`config.mk`:
```
export PLATFORM = sky130hd
export DESIGN_NAME = rr_pipe_arbiter
export DESIGN_NICKNAME = d
export VERILOG_FILES = /design/src/rtl/rr_pipe_arbiter.sv
export SDC_FILE = /design/constraint.sdc
export NUM_CORES = 1
export LEC_CHECK = 0
export CAP_MARGIN = 20
export CORE_MARGIN = 2
export CORE_UTILIZATION = 35
export CTS_CLUSTER_SIZE = 30
export DETAILED_ROUTE_END_ITERATION = 12
export GPL_TIMING_DRIVEN = 1
export PLACE_DENSITY = 0.8
export SLEW_MARGIN = 20
export SYNTH_ARGS = -nofsm -noshare
export SYNTH_HDL_FRONTEND = slang
export SYNTH_SLANG_ARGS = --single-unit
```
`constraint.sdc`:
```
create_clock -name clk -period 3.7 [get_ports clk]
set_input_delay 0.555 -clock clk [delete_from_list [all_inputs] [get_ports clk]]
set_output_delay 0.555 -clock clk [all_outputs]
set_load 0.02 [all_outputs]
```
`src/rtl/rr_pipe_arbiter.sv`:
```
// rr_pipe_arbiter
// Round-robin arbiter that time-shares one external fixed-latency delay
// pipeline between N requesters. A tag pipeline carries the requester ID
// alongside the data, so every result returns to its owner as a one-cycle
// response pulse, LAT+2 cycles after acceptance.
module rr_pipe_arbiter #(
    parameter  int N   = 4,
    parameter  int W   = 8,
    parameter  int LAT = 2,
    localparam int IDW = $clog2(N),
    localparam int CW  = $clog2(LAT + 3)
) (
    input  logic             clk,
    input  logic             rst,
    input  logic [N-1:0]     req,
    input  logic [N*W-1:0]   req_data,
    input  logic [N-1:0]     req_mask,
    output logic [N-1:0]     gnt,
    output logic             pipe_valid,
    output logic [W-1:0]     pipe_din,
    input  logic [W-1:0]     pipe_dout,
    output logic             rsp_valid,
    output logic [IDW-1:0]   rsp_id,
    output logic [W-1:0]     rsp_data,
    output logic [CW-1:0]    in_flight
);

    // ------------------------------------------------------------------
    // State
    // ------------------------------------------------------------------
    logic [IDW-1:0]          ptr_q, ptr_d;
    logic                    pipe_valid_q;
    logic [W-1:0]            pipe_din_q;
    logic [IDW-1:0]          pipe_id_q;
    logic [LAT-1:0]          tag_vld_q;
    logic [LAT-1:0][IDW-1:0] tag_id_q;
    logic                    rsp_valid_q;
    logic [IDW-1:0]          rsp_id_q;
    logic [W-1:0]            rsp_data_q;
    logic [CW-1:0]           inflight_q, inflight_d;

    // ------------------------------------------------------------------
    // Grant path
    // ------------------------------------------------------------------
    logic [N-1:0]   elig;
    logic [IDW-1:0] gnt_idx;
    logic           accept;
    logic [W-1:0]   sel_data;

    // Requests are ignored entirely while reset is held, so nothing can be
    // accepted into a pipeline that is being flushed.
    assign elig = req & req_mask & {N{~rst}};

    // Rotating-priority search: scan from ptr upward, wrapping modulo N,
    // and grant the first eligible requester.
    always_comb begin : p_grant
        int  idx;
        logic found;
        gnt     = '0;
        gnt_idx = '0;
        found   = 1'b0;
        idx     = 0;
        for (int o = 0; o < N; o++) begin
            idx = int'(ptr_q) + o;
            if (idx >= N) idx = idx - N;
            if (!found && elig[idx]) begin
                found        = 1'b1;
                gnt[idx]     = 1'b1;
                gnt_idx      = IDW'(idx);
            end
        end
    end

    assign accept   = |(req & gnt);
    assign sel_data = req_data[int'(gnt_idx)*W +: W];

    // Pointer moves just past the winner so it gets lowest priority next.
    always_comb begin
        ptr_d = ptr_q;
        if (accept) begin
            if (gnt_idx == IDW'(N - 1)) ptr_d = '0;
            else                        ptr_d = gnt_idx + IDW'(1);
        end
    end

    // Round-robin pointer register.
    always_ff @(posedge clk) begin
        if (rst) ptr_q <= '0;
        else     ptr_q <= ptr_d;
    end

    // ------------------------------------------------------------------
    // Launch stage: registered drive of the shared delay input
    // ------------------------------------------------------------------
    // pipe_din holds its last value when idle to avoid needless toggling.
    always_ff @(posedge clk) begin
        if (rst) begin
            pipe_valid_q <= 1'b0;
            pipe_din_q   <= '0;
            pipe_id_q    <= '0;
        end else begin
            pipe_valid_q <= accept;
            if (accept) begin
                pipe_din_q <= sel_data;
                pipe_id_q  <= gnt_idx;
            end
        end
    end

    // ------------------------------------------------------------------
    // Tag pipeline: LAT stages, last stage lines up with pipe_dout
    // ------------------------------------------------------------------
    // Shift {valid, id} in lock-step with the external delay line.
    always_ff @(posedge clk) begin
        if (rst) begin
            tag_vld_q <= '0;
            tag_id_q  <= '0;
        end else begin
            tag_vld_q[0] <= pipe_valid_q;
            tag_id_q[0]  <= pipe_id_q;
            for (int s = 1; s < LAT; s++) begin
                tag_vld_q[s] <= tag_vld_q[s-1];
                tag_id_q[s]  <= tag_id_q[s-1];
            end
        end
    end

    // ------------------------------------------------------------------
    // Response stage
    // ------------------------------------------------------------------
    // Capture the delay output together with its owner tag; the pulse
    // lasts one cycle since there is no backpressure.
    always_ff @(posedge clk) begin
        if (rst) begin
            rsp_valid_q <= 1'b0;
            rsp_id_q    <= '0;
            rsp_data_q  <= '0;
        end else begin
            rsp_valid_q <= tag_vld_q[LAT-1];
            rsp_id_q    <= tag_id_q[LAT-1];
            rsp_data_q  <= pipe_dout;
        end
    end

    // ------------------------------------------------------------------
    // In-flight counter
    // ------------------------------------------------------------------
    // Counts from acceptance until the response pulse has been seen; peak
    // is LAT+2 so the counter never wraps.
    always_comb begin
        inflight_d = inflight_q;
        case ({accept, rsp_valid_q})
            2'b10:   inflight_d = inflight_q + CW'(1);
            2'b01:   inflight_d = inflight_q - CW'(1);
            default: inflight_d = inflight_q;
        endcase
    end

    // In-flight count register.
    always_ff @(posedge clk) begin
        if (rst) inflight_q <= '0;
        else     inflight_q <= inflight_d;
    end

    // ------------------------------------------------------------------
    // Outputs
    // ------------------------------------------------------------------
    assign pipe_valid = pipe_valid_q;
    assign pipe_din   = pipe_din_q;
    assign rsp_valid  = rsp_valid_q;
    assign rsp_id     = rsp_id_q;
    assign rsp_data   = rsp_data_q;
    assign in_flight  = inflight_q;

endmodule
```
==> results of run 1 <==
## sequential cells by signal, summed over array words and instances (netlist names)
name / cells
in_flight: 3
pipe_din: 8
pipe_id_q: 2
pipe_valid: 1
ptr_q: 2
rsp_data: 8
rsp_id: 2
rsp_valid: 1
tag_id_q: 4
tag_vld_q: 2
## layer usage
layer / share of wire [%] / routed length [um] / global-route usage [%] / up-vias
met3: 7.4 / 394 / 5.45 / 9
met1: 44 / 2340 / 21.6 / 879
li1: - / - / - / 982
met2: 47 / 2540 / 27.5 / 75
met5: 0 / 0 / 0 / -
met4: 1.5 / 78 / 5.86 / 0
## worst register-to-register path: cells and delay by family (launching register included)
family                   cells  cell delay (ns)
AO/OA/AOI/OAI                3             0.94
adder cells (fa/ha/maj)      3             0.86
AND/OR/NAND/NOR              3             0.70
flip-flops                   1             0.37
multiplexers                 1             0.30
XOR/XNOR                     1             0.19
buffers and inverters        2             0.12
## cells by family after synthesis
family	count (synthesis)
fa+ha+maj	11
compound gates	59
mux	14
simple gates	72
flops	33
buf+inv	18
xor+xnor	2
## area by class of cell
cell class / count / area, sq um
clock buffer: 6 / 72.6
inverter: 8 / 32.5
timing repair buffer: 117 / 1100
multi-input combinational: 158 / 1270
sequential: 33 / 668
clock inverter: 2 / 10.0
tap: 72 / 90.1
fill: 507 / 2230
## power by group through the flow
stage,combinational [uW],clock [uW],sequential [uW]
6_report,975,256,454
5_1_grt,1050,284,462
4_1_cts,919,267,456
3_5_place_dp,902,0,462
3_3_place_gp,897,0,462
2_1_floorplan,523,0,516
## Yosys cell counts, types with 2 or more instances
cell      instances
o21ai_0           4
mux2i_1          10
a21oi_2           5
a22o_1            2
and2_1            4
a211o_1           8
dfxtp_1          33
nor2_1           10
mux4_2            3
nand3_1           9
inv_1             7
a21oi_1          10
buf_6             2
and2_4            2
buf_4             2
ha_1             10
or3_1             2
o21a_1            8
clkbuf_1          5
nor4b_1           2
nand2_1          18
a22oi_1           2
a21boi_0          2
a211oi_2          2
a211oi_1          8
xor2_1            2
nor2b_1          18
## metrics by stage
| step | TNS (ns) | setup slack, ns | cell area (sq um) |
|---|---|---|---|
| final | 0 | 0.162 | 3240 |
| after global routing | 0 | 0.00858 | 3240 |
| after CTS | 0 | 0.00215 | 3150 |
| after detailed placement | -0.514 | -0.389 | 3040 |
| after global placement | -0.258 | -0.234 | 3040 |
| after floorplan | 0 | 0.0233 | 2000 |
## placed cells by master (no fill, tap or decap), types with 7 or more instances in the layout
| master | count |
|---|---|
| a211o_1 | 8 |
| a211oi_1 | 8 |
| a21oi_1 | 8 |
| a21oi_2 | 7 |
| buf_4 | 39 |
| clkdlybuf4s50_1 | 68 |
| dfxtp_1 | 31 |
| dlymetal6s2s_1 | 7 |
| ha_1 | 8 |
| mux2i_1 | 10 |
| nand2_1 | 18 |
| nand3_1 | 9 |
| nor2_1 | 10 |
| nor2b_1 | 17 |
| o21a_1 | 8 |
## final timing paths
check | start | to | depth (start not counted)
hold / removal | tag_vld_q[1] | rsp_valid | 1
hold reg to reg | tag_vld_q[1] | rsp_valid | 1
setup / recovery | ptr_q[1] | in_flight[2] | 13
setup reg to reg | ptr_q[1] | in_flight[2] | 13
## repair_timing
item | CTS | global route
buffers inserted | 1 | 5
gates resized for setup | 5 | 19
endpoints found under the setup margin | 1 | 4
pin swaps | 2 | 9
hold buffers | 0 | 0
==> impl_metrics.py, run 1 <==
metrics = {
    "pwr": {
        "power.density_nw_per_um2": 520,
        "switching_share_pct": 37.6,
        "leakage_uw": 0.00135,
        "power.switching_uw": 634,
        "total_power_uw": 1680,
        "ir_drop_v": 0.000299,
        "pwr-share-clk_pct": 15.2,
        "power.internal_uw": 1050,
        "power_frac_comb_pct": 57.9,
        "seqPwrFrac_pct": 26.9,
    },
    "drt": {
        "vias_per_cell": 4.91,
        "drc": 0,
        "antenna_left": 0,
        "wl_per_cell_um": 13.5,
        "vias": 1945,
        "dr.pass1.iters": 4,
        "wirelength_um": 5360,
        "first_iter_violations": 108,
    },
    "synth": {
        "synth_compound_area_share_pct": 23.9,
        "yosysUniqueCellTypes": 46,
        "synth_xor_xnor_area_share_pct": 0.890,
        "syn-num-nets": 270,
        "yosysTopAreaCell": "dfxtp_1",
        "synthCells": 209,
        "syn_area_sq_um": 1970,
        "yosys.area_share.simple_pct": 20.1,
        "synthTopCellsByArea": "dfxtp_1, ha_1, nor2b_1, mux2i_1, a211o_1",
        "synthMuxAreaShare_pct": 9.09,
        "synth_top_area_share_pct": 33.6,
        "synth_edf_count": 0,
        "yosys_warnings": 0,
        "async_reset_ff_share_pct": 0,
        "synth_seq_cells": 33,
        "synth_top_family_by_area": "compound AO/OA/AOI/OAI gates",
        "seq_area_frac_synth_pct": 33.6,
        "synth_ff_type": "dfxtp_1",
        "synth-adder-area-share_pct": 7.37,
        "syn_area_per_cell_sq_um": 9.42,
    },
    "setup_path": {
        "criticalPathCategory": "reg2reg",
        "slowest_stage": "a2111oi_4",
        "crit_arrival_ns": 3.76,
        "end_kind": "register",
        "crit_chain": "inv_2 > ha_4 > mux4_2 > nor2b_4 > and2_4 > a221o_1 > a2111oi_4 > ha_4 > inv_2 > fa_2 > xor2_2 > or3_4 > a21oi_2",
        "crit_fanout": 6,
        "path_buf_inv": 2,
        "r2r_setup_slack_ns": 0.16,
        "critPathRequiredTime_ns": 3.92,
        "critical-path-top-delay-family": "compound AO/OA/AOI/OAI gates",
        "cp_slowest_stage_delay_ns": 0.44,
        "start_kind": "register",
    },
    "die": {
        "die_h_um": 79.0,
        "pin_count": 77,
        "start_util_pct": 36.0,
        "fp-row-count": 27,
        "die_w_um": 79.0,
        "dieArea_sq_um": 6240,
        "core_area_sq_um": 5470,
    },
    "sta": {
        "fmax_mhz": 283,
        "fin_skew_ns": 0.00588,
        "maxSlewHeadroom_pct": 49.9,
        "setup_viol": 0,
        "fin_hold_ws_ns": 0.436,
        "tightest_slew_ns": 0.751,
        "hold_viol_final": 0,
        "slew_violations": 0,
        "post-route-min-period_ns": 3.54,
        "rsz0062_at_grt": "no",
        "fin_crit_sh_pct": 95.6,
    },
    "placement": {
        "dp.cells": 382,
        "dp_hpwl_um": 4110,
        "io_buffers": 76,
        "gp_congestion": 0.844,
    },
    "cts": {
        "clock_path_buffers": 2,
        "cts-htree-levels": 2,
        "clock-sinks": 33,
        "insertion_delay_ns": 0.28,
        "clk_pin_slew_ns": 0.07,
        "numCtsBuffers": 5,
        "cts_tree": "built",
        "cts-root-buf": "clkbuf_8",
    },
    "global_routing": {
        "track_usage_pct": 17.1,
        "first_global_vias": 1880,
        "antenna_found_initial": 0,
        "grt_pass1_wl_um": 8400,
        "grt_max_degree": 27,
        "grt-ovfl-total": 0,
    },
    "cells_and_area": {
        "areaGrowthSynthToFinish_pct": 64.6,
        "diodes": 0,
        "fin_cells": 396,
        "final_core_util_pct": 59.2,
        "drive_above_1_share_pct": 25.3,
        "nNetsFinal": 384,
    },
    "worst_hold_path": {
        "min_path_type": "reg2reg",
    },
    "status": {
        "outcome": "finished clean",
    },
    "job": {
        "maxCapViolCount": 0,
    },
}
Note: power is estimated with default switching activity, not from simulation.
==> inputs of run 2 (changes only) <==
--- a/config.mk
+++ b/config.mk
@@ -7,11 +7,11 @@
 export LEC_CHECK = 0
 export CAP_MARGIN = 20
 export CORE_MARGIN = 2
-export CORE_UTILIZATION = 35
+export CORE_UTILIZATION = 39
 export CTS_CLUSTER_SIZE = 30
 export DETAILED_ROUTE_END_ITERATION = 12
 export GPL_TIMING_DRIVEN = 1
-export PLACE_DENSITY = 0.8
+export PLACE_DENSITY = 0.87
 export SLEW_MARGIN = 20
 export SYNTH_ARGS = -nofsm -noshare
 export SYNTH_HDL_FRONTEND = slang
==> impl_metrics.py, run 2 (synthesized netlist as in run 1, its figures left out) <==
metrics = {
    "global_routing": {
        "grt-ovfl-total": 0,
        "top_usage_layer": "met2",
        "grt_max_degree": 26,
        "track_usage_pct": 20.5,
        "first_global_vias": 1918,
        "met2_usage_pct": 34.2,
        "antenna_found_initial": 0,
        "grt_pass1_wl_um": 8830,
        "use_met1_pct": 25.1,
        "globalRouteMet3Util_pct": 7.63,
    },
    "pwr": {
        "switching_share_pct": 36.3,
        "power.switching_uw": 633,
        "power.internal_uw": 1110,
        "power.density_nw_per_um2": 536,
        "leakage_uw": 0.00135,
        "power_frac_comb_pct": 54.1,
        "ir_drop_v": 0.000344,
        "pwr-share-clk_pct": 19.7,
        "seqPwrFrac_pct": 26.2,
    },
    "placement": {
        "dp_hpwl_um": 4110,
        "io_buffers": 76,
        "post_dp_cell_area_sq_um": 3030,
        "gp_congestion": 0.948,
    },
    "setup_path": {
        "crit_arrival_ns": 3.80,
        "crit_fanout": 7,
        "crit_chain": "inv_2 > ha_4 > mux4_2 > nor2b_4 > and2_4 > a221o_1 > a2111oi_4 > ha_4 > inv_1 > fa_1 > xor2_1 > or3_1 > a21oi_2",
        "r2r_end": "in_flight[2]",
        "crit_top_cell": "ha_4",
        "r2r_setup_slack_ns": 0.12,
        "end_kind": "register",
        "slowest_stage": "a2111oi_4",
        "start_kind": "register",
        "criticalPathCategory": "reg2reg",
        "rr_startpoint": "ptr_q[1]",
        "critPathRequiredTime_ns": 3.92,
        "rr_worst_depth": 13,
        "cp_slowest_stage_delay_ns": 0.41,
    },
    "drt": {
        "wl_per_cell_um": 13.9,
        "drc": 0,
        "antenna_left": 0,
        "vias_per_cell": 5.13,
        "vias": 1985,
        "first_iter_violations": 131,
        "dr.pass1.iters": 4,
        "wirelength_um": 5400,
    },
    "die": {
        "die_w_um": 75.0,
        "start_util_pct": 41.1,
        "fp-row-count": 25,
        "die_h_um": 75.0,
        "dieArea_sq_um": 5630,
        "pin_count": 77,
        "core_area_sq_um": 4790,
    },
    "cts": {
        "insertion_delay_ns": 0.28,
        "clock_path_buffers": 2,
        "numCtsBuffers": 5,
        "cts-root-buf": "clkbuf_8",
        "cts_tree": "built",
        "clock-sinks": 33,
        "hold_buffers": 0,
        "cts-htree-levels": 2,
        "clk_pin_slew_ns": 0.07,
    },
    "cells_and_area": {
        "layout_commonest_cell": "clkdlybuf4s50_1",
        "drive_above_1_share_pct": 24.1,
        "design_area_sq_um": 3250,
        "layout_common_cells": "clkdlybuf4s50_1, buf_4, dfxtp_1",
        "final_core_util_pct": 67.9,
        "areaGrowthSynthToFinish_pct": 65.2,
        "nNetsFinal": 380,
        "diodes": 0,
    },
    "sta": {
        "fin_skew_ns": 0.00341,
        "fmax_mhz": 279,
        "fin_hold_ws_ns": 0.435,
        "fin_crit_sh_pct": 96.8,
        "hold_viol_final": 0,
        "setup_tns_ns": 0,
        "maxSlewHeadroom_pct": 51.0,
        "post-route-min-period_ns": 3.58,
        "slew_violations": 0,
        "tightest_slew_ns": 0.733,
        "setup_viol": 0,
    },
    "job": {
        "maxCapViolCount": 0,
    },
    "worst_hold_path": {
        "whs_path_depth": 1,
        "min_path_type": "reg2reg",
        "worstHoldEndpoint": "tag_id_q[3]",
        "hp-start": "tag_id_q[1]",
    },
    "status": {
        "outcome": "finished clean",
    },
}
## run 2: cell count changes in the layout (fill, tap and decap cells not counted), moves of 2 or more
| cell | previous run | this run |
|---|---|---|
| clkinv_2 | 2 | 0 |
| nand2_1 | 18 | 14 |
| buf_4 | 39 | 35 |
| nand2_2 | 0 | 4 |
## run 2: critical path: cells and delay by family, from the launching register on
family | cells | cell delay (ns)
AND/OR/NAND/NOR | 3 | 0.70
buffers and inverters | 2 | 0.15
XOR/XNOR | 1 | 0.16
adder cells (fa/ha/maj) | 3 | 0.87
flip-flops | 1 | 0.39
AO/OA/AOI/OAI | 3 | 0.92
multiplexers | 1 | 0.32
## run 2: cell type report
| class | count | area (sq um) |
|---|---|---|
| Inverter | 8 | 32.5 |
| Multi-Input combinational cell | 158 | 1270 |
| Fill cell | 385 | 1540 |
| Clock inverter | 1 | 30.0 |
| Timing Repair Buffer | 113 | 1070 |
| Sequential cell | 33 | 668 |
| Tap cell | 67 | 83.8 |
| Clock buffer | 7 | 86.3 |
## run 2: power groups by stage
stage / logic [uW] / clock network (uW) / registers, uW
global placement: 885 / 0 / 461
global route: 1020 / 372 / 465
CTS: 904 / 351 / 456
detailed placement: 900 / 0 / 462
floorplan: 523 / 0 / 516
finish: 942 / 344 / 457
## run 2: how the worst max path moves through the flow
stage / endpoint / slack, ns / start
after floorplan: in_flight[2] / 0.02 / ptr_q[0]
after global placement: in_flight[2] / -0.20 / req[3]
after detailed placement: in_flight[2] / -0.33 / req[3]
after CTS: in_flight[2] / -0.01 / req[3]
after global routing: in_flight[2] / -0.04 / ptr_q[1]
final: in_flight[2] / 0.12 / ptr_q[1]
## run 2: through the flow
| stage | setup slack (ns) | instances | power (uW) |
|---|---|---|---|
| after floorplan | 0.0233 | 209 | 1040 |
| after global routing | -0.0394 | 387 | 1860 |
| after detailed placement | -0.334 | 376 | 1360 |
| final | 0.118 | 387 | 1740 |
| after global placement | -0.205 | 376 | 1350 |
| after CTS | -0.0141 | 384 | 1710 |
## run 2: layer usage
| metal | share of wire, % | up-vias |
|---|---|---|
| met1 | 43 | 905 |
| met5 | 0 | - |
| met2 | 47 | 92 |
| met3 | 8.7 | 10 |
| met4 | 1.3 | 0 |
| li1 | - | 978 |
## run 2: what timing repair did
| action | 4_1_cts | 5_1_grt |
|---|---|---|
| resized for setup | 1 | 23 |
| pin swaps | 0 | 6 |
| setup endpoints to repair | 1 | 4 |
| cloned | 0 | 0 |
| buffers inserted | 0 | 3 |
